`config.mk`:
```
export PLATFORM = sky130hd
export DESIGN_NAME = hazard_flow_ctrl_flat
export DESIGN_NICKNAME = d
export VERILOG_FILES = /design/src/rtl/hazard_flow_ctrl_if.sv /design/src/rtl/hazard_flow_ctrl.sv /design/src/flat_wrapper.sv
export SDC_FILE = /design/constraint.sdc
export NUM_CORES = 1
export LEC_CHECK = 0
export ABC_AREA = 1
export BUFFER_PORTS_ARGS = -buffer_cell sky130_fd_sc_hd__buf_4
export CORE_AREA = 5 5 56 58
export DETAILED_ROUTE_END_ITERATION = 6
export DIE_AREA = 0 0 61 63
export SLEW_MARGIN = 25
export SYNTH_ARGS = -nofsm -noshare
export SYNTH_HDL_FRONTEND = slang
export SYNTH_SLANG_ARGS = --single-unit
```
`constraint.sdc`:
```
create_clock -name clk -period 2.5 [get_ports clk]
set_input_delay 0.375 -clock clk [delete_from_list [all_inputs] [get_ports clk]]
set_output_delay 0.375 -clock clk [all_outputs]
set_load 0.005 [all_outputs]
```
`src/rtl/hazard_flow_ctrl_if.sv`:
```
// hazard_flow_ctrl_if: hazard inputs and flow-control outputs between decode and the flow controller.
// Optional HAZ_STALL_CNT_EN adds the stall_cycles counter output.
`default_nettype none

interface hazard_flow_ctrl_if #(
    parameter int REG_ADDR_W = 2
);
    logic [REG_ADDR_W-1:0] id_rs_a;
    logic [REG_ADDR_W-1:0] id_rs_b;
    logic                  id_uses_a;
    logic                  id_uses_b;
    logic                  id_jump;
    logic                  id_halt;
    logic [REG_ADDR_W-1:0] ex_rd;
    logic                  ex_mem_read;
    logic                  ex_branch_taken;
    logic                  mem_busy;
    logic                  int_req;

    logic                  pc_write_en;
    logic                  ifid_write_en;
    logic                  ifid_flush;
    logic                  idex_flush;
    logic [1:0]            pc_sel;
    logic                  int_ack;
    logic                  halted;
`ifdef HAZ_STALL_CNT_EN
    logic [15:0]           stall_cycles;
`endif

    modport master (
        output id_rs_a, id_rs_b, id_uses_a, id_uses_b, id_jump, id_halt,
        output ex_rd, ex_mem_read, ex_branch_taken, mem_busy, int_req,
        input  pc_write_en, ifid_write_en, ifid_flush, idex_flush, pc_sel, int_ack, halted
`ifdef HAZ_STALL_CNT_EN
        , input stall_cycles
`endif
    );

    modport slave (
        input  id_rs_a, id_rs_b, id_uses_a, id_uses_b, id_jump, id_halt,
        input  ex_rd, ex_mem_read, ex_branch_taken, mem_busy, int_req,
        output pc_write_en, ifid_write_en, ifid_flush, idex_flush, pc_sel, int_ack, halted
`ifdef HAZ_STALL_CNT_EN
        , output stall_cycles
`endif
    );
endinterface

`default_nettype wire

```
`src/rtl/hazard_flow_ctrl.sv`:
```
// hazard_flow_ctrl: PC / IF-ID / ID-EX flow sequencing for the 8-bit core.
// Optional macro HAZ_STALL_CNT_EN enables a saturating 16-bit stall cycle counter.
`default_nettype none

module hazard_flow_ctrl #(
    parameter int REG_ADDR_W   = 2,
    parameter int INT_SEQ_LEN  = 3,
    parameter int DRAIN_CYCLES = 3
) (
    input  logic clk,
    input  logic rst_n,
    hazard_flow_ctrl_if.slave hz
);
    localparam int MAX_CNT = (INT_SEQ_LEN > DRAIN_CYCLES) ? INT_SEQ_LEN : DRAIN_CYCLES;
    localparam int CNT_W   = (MAX_CNT > 1) ? $clog2(MAX_CNT) : 1;
    localparam logic [CNT_W-1:0] INT_LOAD   = CNT_W'(INT_SEQ_LEN - 2);
    localparam logic [CNT_W-1:0] DRAIN_LOAD = CNT_W'(DRAIN_CYCLES - 1);

    typedef enum logic [1:0] {
        S_RUN       = 2'd0,
        S_INT_ENTRY = 2'd1,
        S_DRAIN     = 2'd2,
        S_HALT      = 2'd3
    } state_t;

    state_t           state_q, state_d;
    logic [CNT_W-1:0] cnt_q, cnt_d;

    logic [REG_ADDR_W-1:0] w_ex_rd;
    logic                  w_load_use;
    logic                  w_pc_we, w_ifid_we, w_ifid_fl, w_idex_fl, w_ack, w_halted;
    logic [1:0]            w_pc_sel;

    assign w_ex_rd    = hz.ex_rd;
    assign w_load_use = hz.ex_mem_read &&
                        ((hz.id_uses_a && (hz.id_rs_a == w_ex_rd)) ||
                         (hz.id_uses_b && (hz.id_rs_b == w_ex_rd)));

    always_ff @(posedge clk or negedge rst_n) begin
        if (!rst_n) begin
            state_q <= S_RUN;
            cnt_q   <= '0;
        end else begin
            state_q <= state_d;
            cnt_q   <= cnt_d;
        end
    end

    always_comb begin
        state_d   = state_q;
        cnt_d     = cnt_q;
        w_pc_we   = 1'b1;
        w_ifid_we = 1'b1;
        w_ifid_fl = 1'b0;
        w_idex_fl = 1'b0;
        w_pc_sel  = 2'b00;
        w_ack     = 1'b0;
        w_halted  = 1'b0;

        if (!rst_n) begin
            // Held in reset: freeze PC/IF-ID and keep bubbles flowing into the pipe.
            w_pc_we   = 1'b0;
            w_ifid_we = 1'b0;
            w_ifid_fl = 1'b1;
            w_idex_fl = 1'b1;
        end else begin
            case (state_q)
                S_RUN: begin
                    if (hz.mem_busy) begin
                        w_pc_we   = 1'b0;
                        w_ifid_we = 1'b0;
                    end else if (hz.ex_branch_taken) begin
                        w_pc_sel  = 2'b10;
                        w_ifid_fl = 1'b1;
                        w_idex_fl = 1'b1;
                    end else if (w_load_use) begin
                        w_pc_we   = 1'b0;
                        w_ifid_we = 1'b0;
                        w_idex_fl = 1'b1;
                    end else if (hz.id_jump) begin
                        w_pc_sel  = 2'b01;
                        w_ifid_fl = 1'b1;
                    end else if (hz.id_halt) begin
                        w_pc_we   = 1'b0;
                        w_ifid_fl = 1'b1;
                        state_d   = S_DRAIN;
                        cnt_d     = DRAIN_LOAD;
                    end else if (hz.int_req) begin
                        w_pc_we   = 1'b0;
                        w_ifid_fl = 1'b1;
                        state_d   = S_INT_ENTRY;
                        cnt_d     = INT_LOAD;
                    end
                end
                S_INT_ENTRY: begin
                    if (hz.mem_busy) begin
                        w_pc_we   = 1'b0;
                        w_ifid_we = 1'b0;
                    end else begin
                        w_pc_we   = 1'b0;
                        w_ifid_fl = 1'b1;
                        w_idex_fl = 1'b1;
                        if (cnt_q == '0) begin
                            w_pc_sel = 2'b11;
                            w_pc_we  = 1'b1;
                            w_ack    = 1'b1;
                            state_d  = S_RUN;
                        end else begin
                            cnt_d = cnt_q - 1'b1;
                        end
                    end
                end
                S_DRAIN: begin
                    if (hz.mem_busy) begin
                        w_pc_we   = 1'b0;
                        w_ifid_we = 1'b0;
                    end else begin
                        w_pc_we   = 1'b0;
                        w_ifid_fl = 1'b1;
                        w_idex_fl = 1'b1;
                        if (cnt_q == '0) begin
                            state_d = S_HALT;
                        end else begin
                            cnt_d = cnt_q - 1'b1;
                        end
                    end
                end
                default: begin
                    w_halted  = 1'b1;
                    w_pc_we   = 1'b0;
                    w_ifid_fl = 1'b1;
                    w_idex_fl = 1'b1;
                    if (hz.int_req) begin
                        state_d = S_INT_ENTRY;
                        cnt_d   = INT_LOAD;
                    end
                end
            endcase
        end
    end

    assign hz.pc_write_en   = w_pc_we;
    assign hz.ifid_write_en = w_ifid_we;
    assign hz.ifid_flush    = w_ifid_fl;
    assign hz.idex_flush    = w_idex_fl;
    assign hz.pc_sel        = w_pc_sel;
    assign hz.int_ack       = w_ack;
    assign hz.halted        = w_halted;

`ifdef HAZ_STALL_CNT_EN
    logic [15:0] stall_q;

    // Halted time is idle, not stall, so it is excluded from the count.
    always_ff @(posedge clk or negedge rst_n) begin
        if (!rst_n) begin
            stall_q <= 16'h0000;
        end else if (!w_pc_we && (state_q != S_HALT) && (stall_q != 16'hFFFF)) begin
            stall_q <= stall_q + 16'h0001;
        end
    end

    assign hz.stall_cycles = stall_q;
`endif

endmodule

`default_nettype wire

```
`src/flat_wrapper.sv`:
```
// flat-port wrapper written by rule: the top's interface ports become plain ports
module hazard_flow_ctrl_flat 
#(
    parameter int REG_ADDR_W   = 2,
    parameter int INT_SEQ_LEN  = 3,
    parameter int DRAIN_CYCLES = 3
)
  (clk, rst_n, hz_id_rs_a, hz_id_rs_b, hz_id_uses_a, hz_id_uses_b, hz_id_jump, hz_id_halt, hz_ex_rd, hz_ex_mem_read, hz_ex_branch_taken, hz_mem_busy, hz_int_req, hz_pc_write_en, hz_ifid_write_en, hz_ifid_flush, hz_idex_flush, hz_pc_sel, hz_int_ack, hz_halted);
  hazard_flow_ctrl_if #(.REG_ADDR_W(REG_ADDR_W)) hz_i ();
  input  logic clk;
  input  logic rst_n;
  input wire logic [$bits(hz_i.id_rs_a)-1:0] hz_id_rs_a;
  input wire logic [$bits(hz_i.id_rs_b)-1:0] hz_id_rs_b;
  input wire logic [$bits(hz_i.id_uses_a)-1:0] hz_id_uses_a;
  input wire logic [$bits(hz_i.id_uses_b)-1:0] hz_id_uses_b;
  input wire logic [$bits(hz_i.id_jump)-1:0] hz_id_jump;
  input wire logic [$bits(hz_i.id_halt)-1:0] hz_id_halt;
  input wire logic [$bits(hz_i.ex_rd)-1:0] hz_ex_rd;
  input wire logic [$bits(hz_i.ex_mem_read)-1:0] hz_ex_mem_read;
  input wire logic [$bits(hz_i.ex_branch_taken)-1:0] hz_ex_branch_taken;
  input wire logic [$bits(hz_i.mem_busy)-1:0] hz_mem_busy;
  input wire logic [$bits(hz_i.int_req)-1:0] hz_int_req;
  output wire logic [$bits(hz_i.pc_write_en)-1:0] hz_pc_write_en;
  output wire logic [$bits(hz_i.ifid_write_en)-1:0] hz_ifid_write_en;
  output wire logic [$bits(hz_i.ifid_flush)-1:0] hz_ifid_flush;
  output wire logic [$bits(hz_i.idex_flush)-1:0] hz_idex_flush;
  output wire logic [$bits(hz_i.pc_sel)-1:0] hz_pc_sel;
  output wire logic [$bits(hz_i.int_ack)-1:0] hz_int_ack;
  output wire logic [$bits(hz_i.halted)-1:0] hz_halted;
  assign hz_i.id_rs_a = hz_id_rs_a;
  assign hz_i.id_rs_b = hz_id_rs_b;
  assign hz_i.id_uses_a = hz_id_uses_a;
  assign hz_i.id_uses_b = hz_id_uses_b;
  assign hz_i.id_jump = hz_id_jump;
  assign hz_i.id_halt = hz_id_halt;
  assign hz_i.ex_rd = hz_ex_rd;
  assign hz_i.ex_mem_read = hz_ex_mem_read;
  assign hz_i.ex_branch_taken = hz_ex_branch_taken;
  assign hz_i.mem_busy = hz_mem_busy;
  assign hz_i.int_req = hz_int_req;
  assign hz_pc_write_en = hz_i.pc_write_en;
  assign hz_ifid_write_en = hz_i.ifid_write_en;
  assign hz_ifid_flush = hz_i.ifid_flush;
  assign hz_idex_flush = hz_i.idex_flush;
  assign hz_pc_sel = hz_i.pc_sel;
  assign hz_int_ack = hz_i.int_ack;
  assign hz_halted = hz_i.halted;
  hazard_flow_ctrl #(.REG_ADDR_W(REG_ADDR_W), .INT_SEQ_LEN(INT_SEQ_LEN), .DRAIN_CYCLES(DRAIN_CYCLES)) u_core (.clk(clk), .rst_n(rst_n), .hz(hz_i));
endmodule
```
# After elaboration in Yosys (flattened, before gate mapping)
# Index checks and enable logic that the tools add are counted.
totals:
  reg_bits: 4
  latch_bits: 0
  mem_bits_rw: 0
  romBits: 0
  input_bits: 16
  output_inout_bits: 8
  word_cells: 88
  mem_count: 0
op_classes:
  add_sub_neg: 1
  mul: 0
  div: 0
  order_cmp: 0
  n_eq_ne: 14
  shifts: 0
  n_mux: 61
  bitwise: 0
  n_reduce_logical: 10
op_table:
  columns: ["cell", "count"]
  rows:
  - ["$mux 2", 24]
  - ["$mux 1", 30]
  - ["$ne 2x2->1 const B", 8]
  - ["$reduce_and 9->1", 1]
  - ["$pmux 1 s2", 4]
  - ["$pmux 2 s2", 2]
  - ["$reduce_and 7->1", 1]
  - ["$pmux 2 s3", 1]
  - ["$eq 2x2->1", 2]
  - ["$logic_not 2->1", 2]
  - ["$ne 2x1->1 const B", 2]
  - ["$logic_and 1x1->1", 3]
  - ["$reduce_or 3->1", 1]
  - ["$eq 2x1->1 const B", 1]
  - ["$eq 2x2->1 const B", 1]
  - ["$reduce_or 2->1", 1]
  - ["$sub 2x1->2 const B", 1]
  - ["$logic_or 1x1->1", 1]

# Longest topological paths before layout
logic_depth:
  depth_word: 9
  mapped_depth: 11
  depth_no_buf: 11

# Worst setup path before layout
# Ideal clock, no wire load.
synth_timing:
  path_kind: "reg-to-output"
  from: "reg u_core.state_q[0]"
  to: "out hz_ifid_write_en"
  t_arrival_ps: 1257
  required_time_ps: 2125
  path_slack_ps: 868
  path_stages_with_launch: 7
  path_buffers: 0
  cell_sequence: "dfrtp_1 inv_1 ha_1 inv_1 nor2_1 o21ai_1 a21oi_1"
synth_via:
  elab_chain_len: 4
  elab_cells_between_ends: 6
  classes_between: "eq/ne (2); mux (2); reduce/logical (2)"
synth_rtl:
  columns: ["item", "line", "source"]
  rows:
  - ["from (decl)", "hazard_flow_ctrl.sv:26", "state_t state_q, state_d;"]
  - ["from (signal assigned)", "hazard_flow_ctrl.sv:44", "state_q <= state_d;"]
  - ["$eq 2x1->1 or $eq 2x2->1 (tied branches)", "hazard_flow_ctrl.sv:67", "case (state_q)"]
  - ["$reduce_or 2->1 (no line)", null, null]
  - ["$pmux 1 s2 *", "hazard_flow_ctrl.sv:67", null]
  - ["$mux 1 *", "hazard_flow_ctrl.sv:60", "if (!rst_n) begin"]
  - ["to (decl)", "flat_wrapper.sv:24", "output wire logic [$bits(hz_i.ifid_write_en)-1:0] hz_ifid_write_en;"]
# Mark *: on every way between the ends. The rest lies on a longest branch, timed or not.

# Worst setup path in the final report
layout_timing:
  from: "reg u_core.state_q[0]"
  to: "out hz_pc_write_en"
layout_via:
  elab_chain_len: 3
  elab_cells_between_ends: 4
  classes_between: "eq/ne (1); mux (2); reduce/logical (1)"
layout_rtl:
  columns: ["item", "line", "source"]
  rows:
  - ["$eq 2x1->1 or $logic_not 2->1 (tied branches)", "hazard_flow_ctrl.sv:67", null]
  - ["$pmux 1 s2 *", "hazard_flow_ctrl.sv:67", null]
  - ["$mux 1 *", "hazard_flow_ctrl.sv:60", null]
  - ["to (decl)", "flat_wrapper.sv:23", "output wire logic [$bits(hz_i.pc_write_en)-1:0] hz_pc_write_en;"]
# Marks and branches as above.

==> metrics.yaml <==
wl_met1_um: 719
rrSetupSlack_ns: 0.99
place_congestion: 0.841
cts_tree: "built"
viasPerCell: 4.38
synth.top_cell.area_share_pct: 16.3
post-cts-setup-buffers: 0
hp-class: "flop to flop"
root_buffer: "clkbuf_4"
grt_pass1_wl_um: 2690
yosysSeqAreaShare_pct: 16.3
dp_cells: 158
reg2regPathDepth: 7
wl_um: 1610
fin_util_pct: 32.7
drive_gt1_share_pct: 25.2
crit_type: "flop to output pin"
critical_path_required_ns: 2.12
power_frac_seq_pct: 18.8
final_max_slew_viol_count: 0
synth_area_per_cell_um2: 5.85
clk_pin_slew_ns: 0.04
synth.mux.area_fraction_pct: 0
hpwlAfterDp_um: 1390
synth.distinct_cells: 21
min_period_over_period_pct: 86.4
instances_no_fill: 162
p_leak_nw: 0.490
setup-tns-final_ns: 0
syn_inst: 105
area_delta_synth_final_pct: 39.1
wire_per_inst_um: 9.93
core_um2: 2620
synth_compound_gate_area_share_pct: 17.7
die_h_um: 63
synth.cell_area_um2: 614
grt_pass1_vias: 684
r2r_start: "u_core.state_q[0]$_DFFE_PN0P_"
fp.dieW_um: 61
r2r_end: "u_core.state_q[1]$_DFFE_PN0P_"
power.switching_mw: 0.315
clock.fmax_mhz: 463
highest_layer: "met3"
comb_power_share_pct: 69.6
slew_headroom_pct: 80.9
ys_warn_count: 0
ioPinCount: 24
peakVddDrop_v: 0.000352
worst_pin_slew_ns: 0.286
pre_cts_ws_ns: 0.562
ys_ff_latch: 4
pwr-share-clk_pct: 11.6
rsz0062_at_grt: "no"
status: "completed"
cp.arrival_ns: 1.78
num_antenna_cells: 0
cp_cell_sequence: "inv_1, ha_1, inv_1, nor2_1, o21ai_1, o21bai_1, buf_4"
crit_path_frequent_cell: "inv_1"
cp.buffers_inverters: 3
p_per_area_nw_per_um2: 774
fin_skew_ns: 0.00106
synth_top_family_by_area: "simple AND/OR/NAND/NOR gates"
die_area_um2: 3840
synth_nets: 127
holdWs_ns: 0.474
maxCapViolCount: 0
nFillCells: 295
grt.total_usage_pct: 8.89
startpoint_type: "flop"
cp_top_family: "flip-flops"
grt_max_degree: 10
swShare_pct: 47.6
post_cts_resized: 0
yosys.area_share.adder_pct: 12.2
antenna_found_initial: 0
ant_nets: 0
cp_max_fo: 6
cts.sinks: 4
drc_errors: 0
h-tree-depth: 1
wl_met3_um: 146
cts-buffers-inserted: 3
vias: 710
whs_endpoint: "u_core.cnt_q[1]$_DFFE_PN0P_"
critical_path.slowest_cell: "dfrtp_1"
synth_area_leaders: "dfrtp_1 (16%), nand2_1 (15%), inv_1 (13%), ha_1 (12%), nor2_1 (6.7%)"
num_rows: 19
power.total_mw: 0.661
gr-total-overflow: 0
yosysTopAreaCell: "dfrtp_1"
whs_path_depth: 2
fin_crit_ns: 2.16
setup_ws_ns: 0.341
final_hold_viol_count: 0
portBuffers: 23
drtIter0Drc: 17
max-clock-path-buffers: 2
max_stage_delay_ns: 0.43
placed_area_um2: 822
met2WireLength_um: 742
dr.pass1.iters: 4
cp-end-kind: "output pin"
yosys.area_share.xor_xnor_pct: 0
holdCritStartpoint: "u_core.cnt_q[1]$_DFFE_PN0P_"
final_nets: 155
start_util_pct: 23.5
clock_latency_ns: 0.23
fin_area_um2: 855
setup_viol: 0
synthSimpleGateAreaFrac_pct: 39.7
p_int_mw: 0.346
[placed cells by master, fill, tap and decap left out]
master,synthesis,routed
a21oi_1,8,8
buf_4,0,23
clkbuf_4,0,3
clkinv_1,1,1
dfrtp_1,4,4
dlygate4sd3_1,0,1
ha_1,6,6
inv_1,21,21
nand2_1,24,24
nand2_2,3,3
nand2_4,3,3
nand3_1,6,6
nand4_1,1,1
nor2_1,11,11
nor2_2,1,1
nor3_1,1,1
o21ai_0,4,4
o21ai_1,4,4
o21bai_1,1,1
o221ai_1,1,1
o22ai_1,2,2
or2_0,1,1
or2_1,1,1
[kinds of logic (layout without fill, tap and decap cells)]
group / after synthesis / after routing
compound gates: 20 / 20
fa+ha+maj: 6 / 6
buf+inv: 23 / 49
flops: 4 / 4
simple gates: 52 / 52
[metal layers]
layer	GRT usage, %	vias to the layer above
met1	10.9	305
met5	0	-
li1	-	381
met4	4.07	0
met2	14.2	24
met3	2.27	0
[what timing repair did]
| action | 4_1_cts | 5_1_grt |
|---|---|---|
| endpoints found under the hold margin | 4 | 0 |
| hold buffers | 1 | 0 |
| setup endpoints to repair | 0 | 0 |
[sequential cells by signal, summed over array words and instances, names as in the netlist]
| register | cells |
|---|---|
| u_core.cnt_q | 2 |
| u_core.state_q | 2 |
[worst max-delay path by stage]
| stage | start | end | slack (ns) | depth (start not counted) |
|---|---|---|---|---|
| 2_1_floorplan | u_core.state_q[0]$_DFFE_PN0P_ | hz_ifid_write_en | 0.87 | 6 |
| 3_3_place_gp | u_core.state_q[0]$_DFFE_PN0P_ | hz_ifid_write_en | 0.66 | 7 |
| 3_5_place_dp | u_core.state_q[0]$_DFFE_PN0P_ | hz_pc_write_en | 0.56 | 7 |
| 4_1_cts | u_core.state_q[0]$_DFFE_PN0P_ | hz_pc_write_en | 0.31 | 7 |
| 5_1_grt | u_core.state_q[1]$_DFFE_PN0P_ | hz_ifid_write_en | 0.15 | 7 |
| 6_report | u_core.state_q[0]$_DFFE_PN0P_ | hz_pc_write_en | 0.34 | 7 |
[power by group through the flow]
| stage | Combinational (mW) | Sequential [mW] | Clock (mW) |
|---|---|---|---|
| 6_report | 0.460 | 0.124 | 0.0767 |
| 5_1_grt | 0.535 | 0.128 | 0.0921 |
| 4_1_cts | 0.464 | 0.125 | 0.0810 |
| 3_5_place_dp | 0.459 | 0.125 | 0 |
| 3_3_place_gp | 0.455 | 0.122 | 0 |
| 2_1_floorplan | 0.325 | 0.119 | 0 |
[Yosys cell counts]
cell / number
nor2_2: 1
o221ai_1: 1
o22ai_1: 2
nand2_4: 3
a21oi_1: 8
nor2_1: 11
or2_0: 1
ha_1: 6
nor3_1: 1
nand2_1: 24
inv_1: 21
nand2_2: 3
nand3_1: 6
nand4_1: 1
or2_1: 1
o21ai_1: 4
dfrtp_1: 4
o21bai_1: 1
clkbuf_1: 1
o21ai_0: 4
clkinv_1: 1
[worst min-delay path, cell delays in order (launching register included)]
cell     delay (ns)
dfrtp_1        0.33
nand2_1        0.05
nand2_1        0.05
[area by class of cell]
type	count	area, um^2	share of cell area, %
clock buffers	3	22.5	2.64
well taps	31	38.8	4.54
flip-flops and latches	4	100	11.7
repair buffers	24	183	21.4
inverters	22	82.6	9.66
multi-input cells	78	428	50.1
Power figures use the tool's default switching activity.
